==> config.mk <==
export PLATFORM = sky130hd
export DESIGN_NAME = avr_gpio_port_flat
export DESIGN_NICKNAME = d
export VERILOG_FILES = /design/src/rtl/avr_gpio_port_pkg.sv /design/src/rtl/avr_gpio_port_if.sv /design/src/rtl/avr_gpio_port_sync.sv /design/src/rtl/avr_gpio_port.sv /design/src/flat_wrapper.sv
export SDC_FILE = /design/constraint.sdc
export NUM_CORES = 1
export LEC_CHECK = 0
export ABC_AREA = 1
export CAP_MARGIN = 20
export CORE_MARGIN = 4
export CORE_UTILIZATION = 45
export CTS_CLUSTER_DIAMETER = 60
export DETAILED_ROUTE_END_ITERATION = 10
export GPL_TIMING_DRIVEN = 0
export HOLD_SLACK_MARGIN = 0.03
export PLACE_DENSITY = 0.81
export SYNTH_ARGS = -nofsm -noshare
export SYNTH_HDL_FRONTEND = slang
export SYNTH_SLANG_ARGS = --single-unit
==> constraint.sdc <==
create_clock -name clk -period 2.4 [get_ports clk]
set_clock_uncertainty 0.1 [all_clocks]
set_input_delay 0.48 -clock clk [delete_from_list [all_inputs] [get_ports clk]]
set_output_delay 0.48 -clock clk [all_outputs]
set_load 0.1 [all_outputs]
==> src/rtl/avr_gpio_port_pkg.sv <==
// rtl/avr_gpio_port_pkg.sv - I/O address map and register decode types for the GPIO port
package avr_gpio_port_pkg;

    localparam logic [5:0] PINB_ADDR  = 6'h16;
    localparam logic [5:0] DDRB_ADDR  = 6'h17;
    localparam logic [5:0] PORTB_ADDR = 6'h18;

    localparam logic [5:0] PIN_OFS   = 6'd0;
    localparam logic [5:0] DDR_OFS   = 6'd1;
    localparam logic [5:0] PORT_OFS  = 6'd2;
    localparam logic [5:0] PCMSK_OFS = 6'd3;
    localparam logic [5:0] PCFR_OFS  = 6'd4;
    localparam logic [5:0] NUM_REGS  = 6'd5;

    localparam int PCFR_PCIF_BIT = 0;

    typedef enum logic [2:0] {
        REG_PIN   = 3'd0,
        REG_DDR   = 3'd1,
        REG_PORT  = 3'd2,
        REG_PCMSK = 3'd3,
        REG_PCFR  = 3'd4
    } io_reg_e;

    // Offset is addr - base in 6-bit arithmetic, so addresses below base wrap high and miss.
    function automatic logic reg_hit(input logic [5:0] offset);
        return offset < NUM_REGS;
    endfunction

endpackage

==> src/rtl/avr_gpio_port_if.sv <==
// rtl/avr_gpio_port_if.sv - CPU I/O bus between the core (master) and a peripheral (slave)
interface avr_gpio_port_if;

    logic [5:0] io_addr;
    logic       io_re;
    logic       io_we;
    logic [7:0] io_wdata;
    logic [7:0] io_rdata;
    logic       io_sel;

    modport master (
        output io_addr,
        output io_re,
        output io_we,
        output io_wdata,
        input  io_rdata,
        input  io_sel
    );

    modport slave (
        input  io_addr,
        input  io_re,
        input  io_we,
        input  io_wdata,
        output io_rdata,
        output io_sel
    );

endinterface

==> src/rtl/avr_gpio_port_sync.sv <==
// rtl/avr_gpio_port_sync.sv - WIDTH-bit two-flop synchronizer for asynchronous inputs
module avr_gpio_port_sync #(
    parameter int WIDTH = 8
) (
    input  logic             clk,
    input  logic             reset,
    input  logic [WIDTH-1:0] async_in,
    output logic [WIDTH-1:0] sync_out
);

    logic [WIDTH-1:0] s1_q, s1_d;
    logic [WIDTH-1:0] s2_q, s2_d;

    always_comb begin
        s1_d = async_in;
        s2_d = s1_q;
    end

    always_ff @(posedge clk) begin
        if (!reset) begin
            s1_q <= '0;
            s2_q <= '0;
        end else begin
            s1_q <= s1_d;
            s2_q <= s2_d;
        end
    end

    assign sync_out = s2_q;

endmodule

==> src/rtl/avr_gpio_port.sv <==
// rtl/avr_gpio_port.sv - memory-mapped GPIO port with PIN toggle and masked pin-change interrupt
module avr_gpio_port
    import avr_gpio_port_pkg::*;
#(
    parameter int         WIDTH     = 8,
    parameter logic [5:0] BASE_ADDR = PINB_ADDR
) (
    input  logic              clk,
    input  logic              reset,
    avr_gpio_port_if.slave    io,
    input  logic [WIDTH-1:0]  pin_in,
    output logic [WIDTH-1:0]  port_out,
    output logic [WIDTH-1:0]  ddr_out,
    output logic              pc_irq,
    input  logic              pc_ack
);

    logic [WIDTH-1:0] port_q, port_d;
    logic [WIDTH-1:0] ddr_q, ddr_d;
    logic [WIDTH-1:0] pcmsk_q, pcmsk_d;
    logic [WIDTH-1:0] prev_q, prev_d;
    logic             pcif_q, pcif_d;

    logic [WIDTH-1:0] pin_sync;
    logic [5:0]       offset;
    logic             hit;
    io_reg_e          reg_sel;
    logic             wr_en;
    logic [WIDTH-1:0] wdata;
    logic [WIDTH-1:0] change;
    logic             pc_set;
    logic             pc_clr;
    logic [7:0]       rdata;

    avr_gpio_port_sync #(.WIDTH(WIDTH)) u_sync (
        .clk      (clk),
        .reset    (reset),
        .async_in (pin_in),
        .sync_out (pin_sync)
    );

    assign offset  = io.io_addr - BASE_ADDR;
    assign hit     = reg_hit(offset);
    assign reg_sel = io_reg_e'(offset[2:0]);
    assign wr_en   = io.io_we && hit;
    assign wdata   = io.io_wdata[WIDTH-1:0];

    // Detection ignores ddr on purpose: driven pins loop back through the pads.
    assign change = (pin_sync ^ prev_q) & pcmsk_q;
    assign pc_set = |change;
    assign pc_clr = pc_ack || (wr_en && reg_sel == REG_PCFR && io.io_wdata[PCFR_PCIF_BIT]);

    always_comb begin
        port_d  = port_q;
        ddr_d   = ddr_q;
        pcmsk_d = pcmsk_q;
        prev_d  = pin_sync;
        pcif_d  = pcif_q;

        if (wr_en) begin
            case (reg_sel)
                REG_PIN:   port_d  = port_q ^ wdata;
                REG_DDR:   ddr_d   = wdata;
                REG_PORT:  port_d  = wdata;
                REG_PCMSK: pcmsk_d = wdata;
                default:   ;
            endcase
        end

        // A new event in the clearing cycle must not be lost, so set wins.
        if (pc_set) begin
            pcif_d = 1'b1;
        end else if (pc_clr) begin
            pcif_d = 1'b0;
        end
    end

    always_ff @(posedge clk) begin
        if (!reset) begin
            port_q  <= '0;
            ddr_q   <= '0;
            pcmsk_q <= '0;
            prev_q  <= '0;
            pcif_q  <= 1'b0;
        end else begin
            port_q  <= port_d;
            ddr_q   <= ddr_d;
            pcmsk_q <= pcmsk_d;
            prev_q  <= prev_d;
            pcif_q  <= pcif_d;
        end
    end

    always_comb begin
        rdata = '0;
        if (io.io_re && hit) begin
            case (reg_sel)
                REG_PIN:   rdata[WIDTH-1:0] = pin_sync;
                REG_DDR:   rdata[WIDTH-1:0] = ddr_q;
                REG_PORT:  rdata[WIDTH-1:0] = port_q;
                REG_PCMSK: rdata[WIDTH-1:0] = pcmsk_q;
                REG_PCFR:  rdata[PCFR_PCIF_BIT] = pcif_q;
                default:   rdata = '0;
            endcase
        end
    end

    assign io.io_rdata = rdata;
    assign io.io_sel   = hit;
    assign port_out    = port_q;
    assign ddr_out     = ddr_q;
    assign pc_irq      = pcif_q;

endmodule

==> src/flat_wrapper.sv <==
// flat-port wrapper written by rule: the top's interface ports become plain ports
module avr_gpio_port_flat import avr_gpio_port_pkg::*;
#(
    parameter int         WIDTH     = 8,
    parameter logic [5:0] BASE_ADDR = PINB_ADDR
)
  (clk, reset, pin_in, port_out, ddr_out, pc_irq, pc_ack, io_io_addr, io_io_re, io_io_we, io_io_wdata, io_io_rdata, io_io_sel);
  avr_gpio_port_if io_i ();
  input  logic clk;
  input  logic reset;
  input  logic [WIDTH-1:0] pin_in;
  output logic [WIDTH-1:0] port_out;
  output logic [WIDTH-1:0] ddr_out;
  output logic pc_irq;
  input  logic pc_ack;
  input wire logic [$bits(io_i.io_addr)-1:0] io_io_addr;
  input wire logic [$bits(io_i.io_re)-1:0] io_io_re;
  input wire logic [$bits(io_i.io_we)-1:0] io_io_we;
  input wire logic [$bits(io_i.io_wdata)-1:0] io_io_wdata;
  output wire logic [$bits(io_i.io_rdata)-1:0] io_io_rdata;
  output wire logic [$bits(io_i.io_sel)-1:0] io_io_sel;
  assign io_i.io_addr = io_io_addr;
  assign io_i.io_re = io_io_re;
  assign io_i.io_we = io_io_we;
  assign io_i.io_wdata = io_io_wdata;
  assign io_io_rdata = io_i.io_rdata;
  assign io_io_sel = io_i.io_sel;
  avr_gpio_port #(.WIDTH(WIDTH), .BASE_ADDR(BASE_ADDR)) u_core (.clk(clk), .reset(reset), .io(io_i), .pin_in(pin_in), .port_out(port_out), .ddr_out(ddr_out), .pc_irq(pc_irq), .pc_ack(pc_ack));
endmodule
* Yosys cells after proc, flatten, opt, wreduce, memory -nomap -nowiden *
Index checks and enable logic that the tools add are counted.

word-level totals
  register bits = 49
  output and inout bits = 26
  input bits = 27
  word-level logic and storage cells = 34

cells by class
  order comparisons = 1
  add/sub/neg operators = 1
  reductions and logical operators = 12
  bitwise operators = 3
  eq/ne operators = 4
  mux-type cells = 6

operator list
  cell                                                                           count
  7-bit one-hot mux with 4 select lines                                          1
  8-bit one-hot mux with 2 select lines                                          1
  8-bit bitwise XOR                                                              2
  8-bit bitwise AND                                                              1
  8-bit two-way mux                                                              1
  8-bit OR reduction                                                             1
  3-bit by 2-bit equality test with 1-bit output (second input constant)         2
  6-bit by 3-bit less-than comparator with 1-bit output (second input constant)  1
  2-bit AND reduction                                                            3
  6-bit by 5-bit subtractor with 6-bit output (second input constant)            1
  1-bit one-hot mux with 5 select lines                                          1
  1-bit logical AND                                                              4
  2-bit nonzero test                                                             2
  3-bit by 1-bit equality test with 1-bit output (second input constant)         1
  3-bit equality test (second input constant)                                    1
  3-bit zero test                                                                1
  1-bit two-way mux                                                              2
  1-bit logical OR                                                               1

* Longest topological paths before layout *
Gate-level depths: netlist of run 1.

  depth in word-level cells = 8
  mapped depth = 11

* Hierarchy *
A second synthesis of run 1 with hierarchy kept.

second synthesis, totals
  cell total of the unflattened synthesis = 386
  area total of the unflattened synthesis = 2486.1 µm²

by module, submodules not included
  module              seq. area each (µm²)  cells an instance  instances  area each (µm²)
  avr_gpio_port       660.6                 336                1          2001.9
  avr_gpio_port_sync  320.3                 50                 1          484.2

* Least setup slack after synthesis of run 1 *
Ideal clock, no wire load.

  kind = input to output
  from = input io_io_addr[1]
  to = output io_io_rdata[0]
  stages = 6
  setup slack = -1.164 ns
  path buffers = 0
  arrival = 2.984 ns
  path through = ha_1 -> inv_1 -> nand3_1 -> inv_2 -> a21oi_1 -> a31oi_1

on the way
  cells in the longest elaborated chain, start to end = 4
  elaborated cells on any way between the ends = 10
  those cells by class = add/sub (1); order compare (1); eq/ne (4); mux (2); reduce/logical (2)

RTL lines
  item                                                                                 line                                      text
  start, declared                                                                      flat_wrapper.sv:16                        input wire logic [$bits(io_i.io_addr)-1:0] io_io_addr;
  6-bit by 5-bit subtractor with 6-bit output (*)                                      avr_gpio_port.sv:42                       assign offset = io.io_addr - BASE_ADDR;
  6-bit by 3-bit less-than comparator with 1-bit output, or another cell as far along  avr_gpio_port_pkg.sv:27                   return offset < NUM_REGS;
  1-bit logical AND or 1-bit one-hot mux with 5 select lines (tied branches)           avr_gpio_port.sv:96, avr_gpio_port.sv:97
  8-bit two-way mux (*)                                                                avr_gpio_port.sv:96                       if (io.io_re && hit) begin
  end, declared                                                                        flat_wrapper.sv:20                        output wire logic [$bits(io_i.io_rdata)-1:0] io_io_rdata;

Mark *: on every way between the ends. The rest lies on a longest branch, timed or not.

* Worst setup path after layout of run 1 *
  from = input io_io_addr[1]
  to = output io_io_rdata[6]

on the way
  cells in the longest elaborated chain, start to end = 4
  elaborated cells on any way between the ends = 9
  those cells by class = add/sub (1); order compare (1); eq/ne (3); mux (2); reduce/logical (2)

RTL lines
  item                                                                                 line
  6-bit by 5-bit subtractor with 6-bit output (*)                                      avr_gpio_port.sv:42
  6-bit by 3-bit less-than comparator with 1-bit output, or another cell as far along  avr_gpio_port_pkg.sv:27
  1-bit logical AND or 7-bit one-hot mux with 4 select lines (tied branches)           avr_gpio_port.sv:96, avr_gpio_port.sv:97
  8-bit two-way mux (*)                                                                avr_gpio_port.sv:96

Marks and branches as above.

==> results.cfg, run 1 <==
[yosys]
ys_seq_elements = 49
ys_top_cells_by_area = dfxtp_1 40%, nand2_1 20%, inv_1 11%, nor2_1 8.6%, o22ai_1 3.8%
post_synth_num_cell_types = 22
synth_nets = 417
avgSynthCellArea_sq_um = 6.36
synthesis.area_sq_um = 2470
yosysTopAreaCellShare_pct = 39.7
synth_area_leader_cell = dfxtp_1
synthCells = 389
ys_warn_count = 0
ys_seq_area_share_pct = 39.7

[clocking]
clkLatencyLatePin_ps = 310
hold_buffers = 0
cts_tree = yes
cts_buffer_depth = 2
cts.clk_slew.worst_paths_ps = 90
numCtsBuffers = 5
htree_levels = 2
root_buffer = clkbuf_8
clkSinkCount = 49

[status]
status = complete, no violations

[grt]
grt_pass1_wl_um = 9780
gr-total-overflow = 0
grtUsageTotal_pct = 18.7
grt_max_degree = 16
grt_pass1_vias = 2270
antenna_found_initial = 0

[detailed_routing]
drt_wl_total_um = 6390
wl_per_cell_um = 12.2
drcViolationCount = 0
drt_pass1_iterations = 4
drtIter0Drc = 223
postRouteAntennaNets = 0
post_drt_via_cell_ratio = 4.81
dr_total_vias = 2520
wl_met1_um = 2620
wl_met2_um = 3160
routed.top_layer = met4
wl_met3_um = 519

[finish]
final_util_pct = 67.7
drive_gt1_share_pct = 18.9
area_growth_pct = 42.5
final_common_cell = nand2_1
fin_cells = 524
layout_common_cells = 128 x nand2_1, 71 x inv_1, 43 x nor2_1
antennaDiodeCount = 0
nNetsFinal = 481
fin_area_sq_um = 3530

[sta]
slew_violations = 0
worstMarginPinSlew_ps = 979
fin_ws_ps = 32.5
fin_crit_sh_pct = 98.6
slew_headroom_pct = 34.5
fin_crit_ps = 2370
setup_viol = 0
hold_ws_ps = 317
fin_setup_tns_ps = 0
fmax_mhz = 422
finalHoldViolations = 0

[placement]
hpwl_um = 4520
dp.cells = 510
dp_slack_ps = -1620
dpl_cell_area_sq_um = 3200
gp_congestion = 0.880
io_buffers = 51

[power]
vdd_drop_max_mv = 0.422
p_leak_nw = 1.86
p_total_mw = 1.61
p_per_area_nw_per_um2 = 458

[floorplanning]
fp.dieArea_sq_um = 6750
pin_count = 53
core-area_sq_um = 5200
die_h_um = 82.1
die_w_um = 82.1
start_util_pct = 47.5
rows = 26

[setup_path]
worstPathRequired_ps = 1820
cp_max_fo = 8
cp.arrival_ps = 1790
endpoint_kind = output port
criticalPathCategory = in2out
startpoint_type = primary input

[flow_run]
cap_violations = 0

[worst_hold_path]
min_path_type = reg2reg
logic make-up (layout without fill, tap and decap cells):
| group | count (synthesis) | after routing | synth area share [%] |
|---|---|---|---|
| AO/OA/AOI/OAI | 33 | 33 | 7.49 |
| adder cells (fa/ha/maj) | 1 | 1 | 0.506 |
| buffers and inverters | 87 | 152 | 14.5 |
| flip-flops | 49 | 49 | 39.7 |
| AND/OR/NAND/NOR | 219 | 219 | 37.9 |
state kept, by name, summed over array words and instances, names as in the netlist:
signal,cells
u_core.u_sync.sync_out,8
u_core.pcmsk_q,8
u_core.u_sync.s1_q,8
u_core.ddr_out,8
u_core.port_out,8
u_core.pc_irq,1
u_core.prev_q,8
final cells by class:
cell class / count / area, sq um
Fill cell: 448 / 1680
Multi-Input combinational cell: 253 / 1350
Sequential cell: 49 / 991
Timing Repair Buffer: 57 / 642
Inverter: 78 / 294
Tap cell: 70 / 87.6
Clock buffer: 6 / 82.6
Buffer: 9 / 68.8
Clock inverter: 2 / 13.8
what timing repair did:
item                                    in CTS  in global routing
pin swaps                                   11                  2
gates resized for setup                    115                 20
endpoints found under the setup margin      16                 18
buffers inserted                             5                  1
routing by layer:
metal  vias up  GRT usage (%)
met5         -              0
met3        11           4.23
met1      1121           22.1
met2        90           33.0
met4         0           6.98
li1       1298              -
power breakdown:
part | total (mW) | internal, mW | switching, mW
registers | 0.841 | 0.831 | 0.00971
logic | 0.242 | 0.0921 | 0.150
clock network | 0.530 | 0.234 | 0.296
total | 1.61 | 1.16 | 0.455
path summary, 6_finish.rpt:
check	start	to	slack [ps]	cells after the start
max reg2reg	u_core.u_sync.sync_out[5]$_SDFF_PN0_	u_core.pc_irq$_SDFFE_PN0P_	1240	7
min	u_core.u_sync.s1_q[1]$_SDFF_PN0_	u_core.u_sync.sync_out[1]$_SDFF_PN0_	320	2
min reg2reg	u_core.u_sync.s1_q[1]$_SDFF_PN0_	u_core.u_sync.sync_out[1]$_SDFF_PN0_	320	2
max	io_io_addr[1]	io_io_rdata[6]	30	9
cells in the mapped netlist, drive strengths merged:
library cell / count
clkbuf: 3
a21oi: 14
nand3: 13
o21ai: 3
nand4: 9
dfxtp: 49
clkinv: 2
nand2: 139
a31oi: 1
o22ai: 15
buf: 6
nor2: 58
ha: 1
inv: 76
worst max-delay path: stages:
cell and delay, ps:
buf_6 130, ha_4 250, nor2_4 140, nand2_4 90, buf_6 150, o22ai_4 170
nor2_2 80, nor2_4 110, buf_12 180
(Power assumes the default switching activity.)
==> run 2: changes to the inputs <==
CTS_CLUSTER_SIZE = 24   (was default)
==> results of run 2 <==
The final DEF is identical to that of run 1; final timing and power are the same.
